--- config.mk ---
export PLATFORM = sky130hd
export DESIGN_NAME = load_store_unit
export DESIGN_NICKNAME = d
export VERILOG_FILES = /design/src/rtl/lsu_pkg.sv /design/src/rtl/lsu_align.sv /design/src/rtl/load_store_unit.sv
export SDC_FILE = /design/constraint.sdc
export NUM_CORES = 1
export LEC_CHECK = 0
export CAP_MARGIN = 20
export CORE_ASPECT_RATIO = 1.5
export CORE_UTILIZATION = 38
export DETAILED_ROUTE_END_ITERATION = 12
export GPL_TIMING_DRIVEN = 1
export PLACE_DENSITY_LB_ADDON = 0.1
export REMOVE_ABC_BUFFERS = 1
export SETUP_SLACK_MARGIN = 0.4
export SYNTH_ARGS = -nofsm -noshare
export SYNTH_HDL_FRONTEND = slang
export SYNTH_HIERARCHICAL = 1
export SYNTH_SLANG_ARGS = --single-unit
--- constraint.sdc ---
create_clock -name clk -period 8.5 [get_ports clk]
set_input_delay 1.7 -clock clk [delete_from_list [all_inputs] [get_ports clk]]
set_output_delay 1.7 -clock clk [all_outputs]
set_load 0.02 [all_outputs]
--- src/rtl/lsu_pkg.sv ---
// lsu_pkg: shared funct3 encodings, FSM state type and lane width for the load/store unit.
package lsu_pkg;
  localparam logic [2:0] F3_B  = 3'b000;
  localparam logic [2:0] F3_H  = 3'b001;
  localparam logic [2:0] F3_W  = 3'b010;
  localparam logic [2:0] F3_BU = 3'b100;
  localparam logic [2:0] F3_HU = 3'b101;
  localparam int LANE_BITS = 2;
  typedef enum logic {S_IDLE, S_MERGE} state_t;
endpackage

--- src/rtl/lsu_align.sv ---
// lsu_align: byte/halfword lane extract with sign/zero extension for loads, lane merge for stores.
module lsu_align
  import lsu_pkg::*;
(
  input  logic [2:0]           funct3,
  input  logic [LANE_BITS-1:0] lane,
  input  logic [31:0]          word,
  input  logic [31:0]          wdata,
  output logic [31:0]          ld_data,
  output logic [31:0]          st_word
);
  logic [7:0]  b;
  logic [15:0] h;
  always_comb begin
    b = word[{lane, 3'b000} +: 8];
    h = lane[1] ? word[31:16] : word[15:0];
    ld_data = funct3[1] ? word :
              funct3[0] ? {{16{h[15] & ~funct3[2]}}, h} : {{24{b[7] & ~funct3[2]}}, b};
    st_word = word;
    if (funct3[1:0] == 2'b00) st_word[{lane, 3'b000} +: 8] = wdata[7:0];
    else if (funct3[1:0] == 2'b01) st_word[{lane[1], 4'b0000} +: 16] = wdata[15:0];
  end
endmodule

--- src/rtl/load_store_unit.sv ---
// load_store_unit: RV32I loads/stores onto a word-addressed memory; SB/SH use a read-modify-write cycle.
// Define LSU_MISALIGN_TRAP_EN to fault misaligned halfword/word accesses instead of masking the low bits.
module load_store_unit
  import lsu_pkg::*;
#(
  parameter int ADDR_WIDTH = 10
) (
  input  logic                  clk,
  input  logic                  rst,
  input  logic                  req_valid,
  output logic                  req_ready,
  input  logic                  req_we,
  input  logic [2:0]            req_funct3,
  input  logic [31:0]           req_addr,
  input  logic [31:0]           req_wdata,
  output logic                  rsp_valid,
  output logic [31:0]           rsp_rdata,
  output logic                  rsp_fault,
  output logic [ADDR_WIDTH-1:0] mem_a,
  output logic                  mem_we,
  output logic [31:0]           mem_wd,
  input  logic [31:0]           mem_rd
);
  state_t                state_q, state_d;
  logic [ADDR_WIDTH-1:0] idx_q, idx_d;
  logic [LANE_BITS-1:0]  lane_q, lane_d;
  logic [2:0]            f3_q, f3_d;
  logic [31:0]           wdata_q, wdata_d, word_q, word_d;
  logic                  rsp_valid_q, rsp_valid_d, rsp_fault_q, rsp_fault_d;
  logic [31:0]           rsp_rdata_q, rsp_rdata_d;
  logic                  merge, accept, illegal, misalign, fault, sub_word;
  logic [31:0]           ld_data, st_word;
  logic                  unused_addr;

  assign unused_addr = ^req_addr[31:ADDR_WIDTH+2];

  // In MERGE the aligner sees the captured request; in IDLE it sees the live one.
  lsu_align u_align (
    .funct3 (f3_d),
    .lane   (lane_d),
    .word   (word_d),
    .wdata  (wdata_d),
    .ld_data(ld_data),
    .st_word(st_word)
  );

  always_comb begin
    merge    = state_q == S_MERGE;
    req_ready = !merge && !rst;
    accept   = req_valid && req_ready;
    illegal  = req_we ? req_funct3 > F3_W : (req_funct3 == 3'b011 || req_funct3[2:1] == 2'b11);
`ifdef LSU_MISALIGN_TRAP_EN
    misalign = (req_funct3[1:0] == 2'b01 && req_addr[0]) ||
               (req_funct3[1:0] == 2'b10 && req_addr[1:0] != 2'b00);
`else
    misalign = 1'b0;
`endif
    fault    = illegal || misalign;
    sub_word = req_we && req_funct3 != F3_W;
    mem_a    = merge ? idx_q : req_addr[ADDR_WIDTH+1:2];
    idx_d    = mem_a;
    lane_d   = merge ? lane_q : req_addr[1:0];
    f3_d     = merge ? f3_q : req_funct3;
    wdata_d  = merge ? wdata_q : req_wdata;
    word_d   = merge ? word_q : mem_rd;
    mem_we   = !rst && (merge || (accept && req_we && !fault && !sub_word));
    mem_wd   = merge ? st_word : req_wdata;
    state_d  = (accept && req_we && !fault && sub_word) ? S_MERGE : S_IDLE;
    rsp_valid_d = merge || (accept && !(sub_word && !fault));
    rsp_fault_d = accept && fault;
    rsp_rdata_d = (accept && !req_we && !fault) ? ld_data : 32'h0;
  end

  always_ff @(posedge clk) begin
    if (rst) begin
      state_q     <= S_IDLE;
      rsp_valid_q <= 1'b0;
      rsp_fault_q <= 1'b0;
      rsp_rdata_q <= 32'h0;
    end else begin
      state_q     <= state_d;
      rsp_valid_q <= rsp_valid_d;
      rsp_fault_q <= rsp_fault_d;
      rsp_rdata_q <= rsp_rdata_d;
    end
    idx_q   <= idx_d;
    lane_q  <= lane_d;
    f3_q    <= f3_d;
    wdata_q <= wdata_d;
    word_q  <= word_d;
  end

  assign rsp_valid = rsp_valid_q;
  assign rsp_fault = rsp_fault_q;
  assign rsp_rdata = rsp_rdata_q;
endmodule

==> impl_metrics.py, run 1 <==
metrics = {
    "run_status": {
        "outcome": "complete, no violations",
    },
    "sta": {
        "report.final.slew_viol_count": 0,
        "rsz0062_at_grt": "no",
        "setup_slack_ns": 1.32,
        "fmax_mhz": 139,
        "slew_headroom_pct": 30.1,
        "worstMarginPinSlew_ns": 1.05,
        "finalHoldViolations": 0,
        "fin_skew_ns": 0.00748,
        "min_period_ns": 7.18,
        "setup_tns_ns": 0,
        "setup_viol": 0,
        "post-route-period-util_pct": 84.4,
    },
    "power_and_ir_drop": {
        "irDropWorstVdd_mv": 0.0792,
        "p_leak_uw": 0.00283,
        "total_power_uw": 1170,
        "p_per_area_nw_per_um2": 160,
        "sequentialPowerShare_pct": 41.6,
        "cellInternalPower_uw": 857,
        "p_comb_share_pct": 22.6,
        "clkPwrFrac_pct": 35.8,
        "p_sw_share_pct": 26.8,
        "netSwitchingPower_uw": 314,
    },
    "detailed_routing": {
        "vias": 4844,
        "drt_pre_antenna_iters": 5,
        "wl_per_cell_um": 17.9,
        "ant_nets": 0,
        "via_per_inst": 5.47,
        "drtIter0Drc": 263,
        "wirelength_um": 15800,
        "drc": 0,
    },
    "cts": {
        "cts-resized-gates": 0,
        "cts_made_buffers": 9,
        "clk_pin_slew_ns": 0.07,
        "post_cts_buffers": 0,
        "cts_root_buf": "clkbuf_16",
        "postCtsHoldBufs": 0,
        "clk_path_buf_depth": 2,
        "cts_tree": "done",
        "cts-htree-levels": 3,
        "clock_sinks": 98,
        "worstSkewPairLatency_ns": 0.34,
    },
    "placement": {
        "dp_slack_ns": 1.35,
        "gp_congestion": 0.786,
        "place_area_um2": 6970,
        "portBuffers": 160,
        "hpwl_um": 10800,
    },
    "floorplan": {
        "die_w_um": 98.7,
        "io_pins": 181,
        "core_area_um2": 13600,
        "num_rows": 52,
        "die_h_um": 147,
        "dieArea_um2": 14500,
        "start_util_pct": 39.2,
    },
    "grt": {
        "grt_use_total_pct": 21.6,
        "grt_max_degree": 86,
        "grt_pass1_vias": 4730,
        "overflow": 0,
        "antenna_found_initial": 0,
        "grt_pass1_wl_um": 24600,
    },
    "cells_and_area": {
        "drive_above_1_share_pct": 16.7,
        "final_cell_mix": "160 x clkdlybuf4s50_1, 131 x nand2_1, 97 x dfxtp_1",
        "design_area_um2": 7300,
        "final_nets": 827,
        "mostFrequentLayoutCell": "clkdlybuf4s50_1",
        "num_antenna_cells": 0,
        "syn2layout_area_growth_pct": 36.9,
        "nFillCells": 1282,
    },
    "setup_path": {
        "required_ns": 6.80,
        "critPathSlowestCell": "clkdlybuf4s50_1",
        "cp_top_family": "buffers and inverters",
        "end_kind": "output port",
        "cp_max_fo": 41,
        "path_buf_inv": 4,
        "crit_path_cell_trace": "clkdlybuf4s50_1 -> mux2_2 -> buf_4 -> inv_1 -> ha_1 -> nor3b_1 -> a32o_1 -> a22o_1 -> nand2_1 -> nand2_1 -> clkdlybuf4s50_1",
        "arrival_ns": 5.48,
        "critPathKind": "in -> out",
        "cp-start-kind": "primary input",
        "cpPeakStageDelay_ns": 0.61,
    },
    "worst_hold_path": {
        "hold_path.class": "reg -> reg",
    },
    "yosys": {
        "netlist_area_um2": 5330,
        "ys.warnings.count": 6,
        "syn_area_per_cell_um2": 9.08,
        "netlist_instances": 587,
    },
    "job": {
        "maxCapViolations": 0,
    },
}
## power by group through the flow
| stage | Sequential [µW] | Combinational, µW | Clock [µW] |
|---|---|---|---|
| floorplan | 503 | 145 | 0 |
| global placement | 496 | 258 | 0 |
| detailed placement | 497 | 263 | 0 |
| CTS | 487 | 264 | 429 |
| global route | 488 | 284 | 449 |
| finish | 487 | 265 | 420 |
## layer usage
layer / share of wire, % / track usage [%] / wire (µm) / up-vias
li1: - / - / - / 2339
met1: 43 / 26.3 / 6780 / 2322
met2: 50 / 38.5 / 7990 / 160
met3: 4.6 / 3.38 / 735 / 23
met4: 2.0 / 7.39 / 322 / 0
met5: 0 / 0 / 0 / -
## worst paths after layout
kind	slack (ns)	end	cells after the start	start
setup / recovery	1.32	mem_wd[20]	11	req_addr[1]
hold / removal	0.47	idx_q[6]	1	idx_q[6]
setup reg to reg	5.34	rsp_rdata[9]	9	merge
hold reg to reg	0.47	idx_q[6]	1	idx_q[6]
## cell type report
type,instances,area (µm²),area share (%)
Sequential cell,98,1970,26.9
Multi-Input combinational cell,437,3120,42.8
Clock inverter,4,50.0,0.686
Clock buffer,12,256,3.52
Timing Repair Buffer,169,1680,23.0
Inverter,4,15.0,0.206
Tap cell,162,203,2.78
## stage by stage
step	util [%]	hold slack [ns]	cells
after global routing	53.7	0.490	886
final	53.7	0.472	886
after floorplan	-	0.435	539
after CTS	53.5	0.477	885
after detailed placement	51.3	0.461	869
after global placement	51.3	0.452	869
## flip-flops by register name, indices dropped and copies added, names as in the netlist
signal     cells
merge          1
f3_q           3
rsp_valid      1
idx_q         10
lane_q         2
word_q        32
rsp_fault      1
wdata_q       16
rsp_rdata     32
No activity file was read; power rests on OpenSTA's default activity.
==> run 2: changes to the inputs <==
clock period = 7.05 ns   (was 8.5 ns; I/O delays follow)
==> impl_metrics.py, run 2 (same netlist as run 1, synthesis figures left out) <==
metrics = {
    "sta": {
        "slew_headroom_pct": 30.9,
        "setup_tns_ns": 0,
        "fin_skew_ns": 0.00750,
        "rsz0062_at_grt": "no",
        "report.final.slew_viol_count": 0,
        "finalHoldViolations": 0,
        "post-route-period-util_pct": 85.9,
        "hold_slack_ns": 0.472,
        "worstMarginPinSlew_ns": 1.04,
        "setup_slack_ns": 0.995,
        "setup_viol": 0,
        "min_period_ns": 6.05,
        "fmax_mhz": 165,
    },
    "detailed_routing": {
        "drtIter0Drc": 282,
        "drt_pre_antenna_iters": 5,
        "top_layer_used": "met4",
        "wl_met2_um": 8090,
        "drc": 0,
        "route.met3.wl_um": 699,
        "wl_per_cell_um": 17.9,
        "wirelength_um": 15800,
        "wl_met1_um": 6790,
        "ant_nets": 0,
        "vias": 4824,
        "via_per_inst": 5.45,
    },
    "cells_and_area": {
        "syn2layout_area_growth_pct": 37.7,
        "design_area_um2": 7340,
        "drive_above_1_share_pct": 16.6,
        "final_nets": 826,
        "mostFrequentLayoutCell": "clkdlybuf4s50_1",
        "final_cell_mix": "160 x clkdlybuf4s50_1, 131 x nand2_1, 97 x dfxtp_1",
        "num_antenna_cells": 0,
    },
    "cts": {
        "clk_pin_slew_ns": 0.07,
        "clock_sinks": 98,
        "cts_tree": "done",
        "worstSkewPairLatency_ns": 0.34,
        "cts_root_buf": "clkbuf_16",
        "post_cts_buffers": 0,
        "postCtsHoldBufs": 0,
        "clk_path_buf_depth": 2,
        "cts-htree-levels": 3,
        "cts-resized-gates": 0,
        "cts_made_buffers": 9,
    },
    "power_and_ir_drop": {
        "total_power_uw": 1480,
        "cellInternalPower_uw": 1110,
        "clkPwrFrac_pct": 38.7,
        "p_leak_uw": 0.00285,
        "irDropWorstVdd_mv": 0.101,
        "netSwitchingPower_uw": 374,
        "p_sw_share_pct": 25.3,
        "p_per_area_nw_per_um2": 202,
        "sequentialPowerShare_pct": 39.8,
        "p_comb_share_pct": 21.5,
    },
    "setup_path": {
        "cp_top_family": "simple AND/OR/NAND/NOR gates",
        "required_ns": 5.64,
        "crit_path_cell_trace": "clkdlybuf4s50_1 -> inv_1 -> o21ai_4 -> nor3b_4 -> and4b_1 -> a221o_1 -> nand2_1 -> nand2_1 -> clkdlybuf4s50_1",
        "end_kind": "output port",
        "critPathSlowestCell": "nor3b_4",
        "cp_max_fo": 23,
        "rr_startpoint": "merge",
        "crit_start": "req_funct3[1]",
        "path_buf_inv": 3,
        "arrival_ns": 4.64,
        "cp-start-kind": "primary input",
        "critPathKind": "in -> out",
        "cpPeakStageDelay_ns": 0.81,
    },
    "worst_hold_path": {
        "worstHoldStart": "wdata_q[10]",
        "hold_path.class": "reg -> reg",
    },
    "floorplan": {
        "core_area_um2": 13600,
        "die_h_um": 147,
        "num_rows": 52,
        "dieArea_um2": 14500,
        "io_pins": 181,
        "die_w_um": 98.7,
        "start_util_pct": 39.2,
    },
    "grt": {
        "antenna_found_initial": 0,
        "grt_use_total_pct": 21.6,
        "grt_pass1_vias": 4704,
        "grt_max_degree": 83,
        "grt_pass1_wl_um": 24500,
        "overflow": 0,
    },
    "placement": {
        "dp_slack_ns": 1.04,
        "place_area_um2": 6960,
        "portBuffers": 160,
        "hpwl_um": 10900,
        "gp_congestion": 0.797,
    },
    "run_status": {
        "outcome": "complete, no violations",
    },
    "job": {
        "maxCapViolations": 0,
    },
}
run 2: path summary, 6_finish.rpt:
kind / endpoint / slack, ns / cells past startpoint
max: mem_wd[27] / 1.0 / 9
min: wdata_q[10] / 0.47 / 2
max reg2reg: rsp_rdata[2] / 4.02 / 6
min reg2reg: wdata_q[10] / 0.47 / 2
run 2: worst reg2reg max path: cells and delay by family (launching register included):
family,cells,cell delay [ns]
mux,2,0.80
buf+inv,1,0.74
flops,1,0.71
compound gates,2,0.47
simple gates,1,0.15
run 2: metal layers:
metal | vias to the layer above | global-route usage, %
li1 | 2343 | -
met1 | 2303 | 26.3
met2 | 162 | 38.8
met3 | 16 | 3.62
met4 | 0 | 6.27
met5 | - | 0
run 2: power groups by stage:
stage / sequential [µW] / clock [µW] / combinational, µW
finish: 588 / 572 / 319
CTS: 588 / 587 / 318
global route: 590 / 613 / 342
detailed placement: 601 / 0 / 317
global placement: 600 / 0 / 311
floorplan: 606 / 0 / 175
run 2: cell type report:
class	count	area (µm²)
fill	1300	6260
multi-input combinational	437	3120
sequential	98	1970
timing repair buffer	168	1670
clock buffer	12	256
tap	162	203
clock inverter	4	97.6
inverter	4	15.0
run 2: through the flow:
stage | util [%] | std cells
floorplan | - | 539
global placement | 51.2 | 868
detailed placement | 51.2 | 868
CTS | 53.8 | 884
global route | 53.9 | 885
finish | 53.9 | 885
==> run 3: changes to the inputs <==
CAP_MARGIN = default   (was 20)
GPL_ROUTABILITY_DRIVEN = 0   (was default)
==> impl_metrics.py, run 3 (same netlist as run 1, synthesis figures left out) <==
metrics = {
    "cells_and_area": {
        "fin_cells": 883,
        "final_cell_mix": "160 x clkdlybuf4s50_1, 131 x nand2_1, 97 x dfxtp_1",
        "design_area_um2": 7260,
        "nFillCells": 1236,
        "multi_input_area_um2": 3120,
        "regArea_um2": 1970,
        "drive_above_1_share_pct": 16.4,
        "final_nets": 825,
        "mostFrequentLayoutCell": "clkdlybuf4s50_1",
        "num_antenna_cells": 0,
        "syn2layout_area_growth_pct": 36.2,
    },
    "detailed_routing": {
        "drtIter0Drc": 205,
        "ant_nets": 0,
        "vias": 4820,
        "drc": 0,
        "drt_pre_antenna_iters": 5,
        "wl_per_cell_um": 18.1,
        "wirelength_um": 16000,
        "via_per_inst": 5.46,
    },
    "worst_hold_path": {
        "hold_path.class": "reg -> reg",
    },
    "placement": {
        "place_area_um2": 6960,
        "hpwl_um": 10800,
        "placed_cells": 868,
        "portBuffers": 160,
        "dp_slack_ns": 1.04,
    },
    "setup_path": {
        "cp_top_family": "simple AND/OR/NAND/NOR gates",
        "cp_max_fo": 18,
        "critPathKind": "in -> out",
        "cp-start-kind": "primary input",
        "arrival_ns": 4.59,
        "required_ns": 5.64,
        "end_kind": "output port",
        "critPathSlowestCell": "nor3b_4",
        "path_buf_inv": 2,
        "crit_path_cell_trace": "clkdlybuf4s50_1 -> mux2_2 -> nor3b_4 -> and4b_1 -> a221o_1 -> nand2_1 -> nand2_1 -> clkdlybuf4s50_1",
        "cpPeakStageDelay_ns": 0.78,
    },
    "sta": {
        "fin_skew_ns": 0.00580,
        "worstMarginPinSlew_ns": 1.16,
        "setup_viol": 0,
        "fmax_mhz": 167,
        "setup_slack_ns": 1.05,
        "min_period_ns": 6.00,
        "slew_headroom_pct": 22.6,
        "rsz0062_at_grt": "no",
        "finalHoldViolations": 0,
        "setup_tns_ns": 0,
        "post-route-period-util_pct": 85.0,
        "report.final.slew_viol_count": 0,
    },
    "job": {
        "maxCapViolations": 0,
    },
    "cts": {
        "cts-resized-gates": 0,
        "worstSkewPairLatency_ns": 0.35,
        "clock_sinks": 98,
        "cts-htree-levels": 3,
        "cts_made_buffers": 9,
        "post_cts_buffers": 0,
        "postCtsHoldBufs": 0,
        "clk_pin_slew_ns": 0.07,
        "clk_path_buf_depth": 2,
        "cts_tree": "done",
        "cts_root_buf": "clkbuf_16",
    },
    "grt": {
        "grt_max_degree": 84,
        "grt_pass1_vias": 4697,
        "overflow": 0,
        "antenna_found_initial": 0,
        "grt_pass1_wl_um": 25000,
        "grt_use_total_pct": 22.1,
    },
    "power_and_ir_drop": {
        "irDropWorstVdd_mv": 0.116,
        "p_leak_uw": 0.00280,
        "p_per_area_nw_per_um2": 193,
    },
    "floorplan": {
        "dieArea_um2": 14500,
        "die_w_um": 98.7,
        "core_area_um2": 13600,
        "start_util_pct": 39.2,
        "io_pins": 181,
        "die_h_um": 147,
        "num_rows": 52,
    },
    "run_status": {
        "outcome": "complete, no violations",
    },
}
-- run 3: changes by cell type in the layout (fill, tap and decap cells not counted) --
cell	before	now
bufinv_16	3	1
clkinvlp_4	1	3
buf_12	1	0
clkbuf_8	2	1
-- run 3: area by class of cell --
type | count | share of cell area, %
clock buffer | 11 | 3.34
tap | 162 | 2.79
sequential | 98 | 27.1
timing repair buffer | 167 | 22.8
inverter | 4 | 0.207
multi-input combinational | 437 | 43.1
clock inverter | 4 | 0.724
-- run 3: worst paths after layout --
check | from | to | slack [ns] | cells past startpoint
worst max-delay path | req_addr[0] | mem_wd[24] | 1.05 | 8
worst min-delay path | idx_q[6] | idx_q[6] | 0.47 | 1
worst max register to register | merge | rsp_rdata[2] | 4.04 | 6
worst min register to register | idx_q[6] | idx_q[6] | 0.47 | 1
-- run 3: where the power goes --
group	internal, µW	switching [µW]	total [µW]	leakage (µW)
Sequential	580	7.53	588	0.000816
Combinational	158	159	317	0.00185
Clock	283	216	499	0.000134
Total	1020	383	1400	0.00280
-- run 3: stage by stage --
step	hold WS (ns)	util [%]	total power (µW)
3_3_place_gp	0.452	51.2	910
6_report	0.475	53.4	1400
3_5_place_dp	0.458	51.2	917
4_1_cts	0.475	53.4	1420
2_1_floorplan	0.435	-	781
5_1_grt	0.495	53.4	1460
-- run 3: worst reg2reg max path, cell delays in order (launching register included) --
cell	delay (ns)
dfxtp_4	0.69
buf_4	0.74
mux2_2	0.54
mux2_2	0.31
a22o_1	0.20
a221o_1	0.24
nor3b_2	0.15
-- run 3: per-layer routing --
metal	vias to the layer above	part of all wire [%]	routed length (µm)	track usage, %
met5	-	0	0	0
li1	2335	-	-	-
met2	165	51	8080	38.8
met4	0	2.2	351	9.03
met1	2302	43	6780	27.1
met3	18	4.6	736	2.85
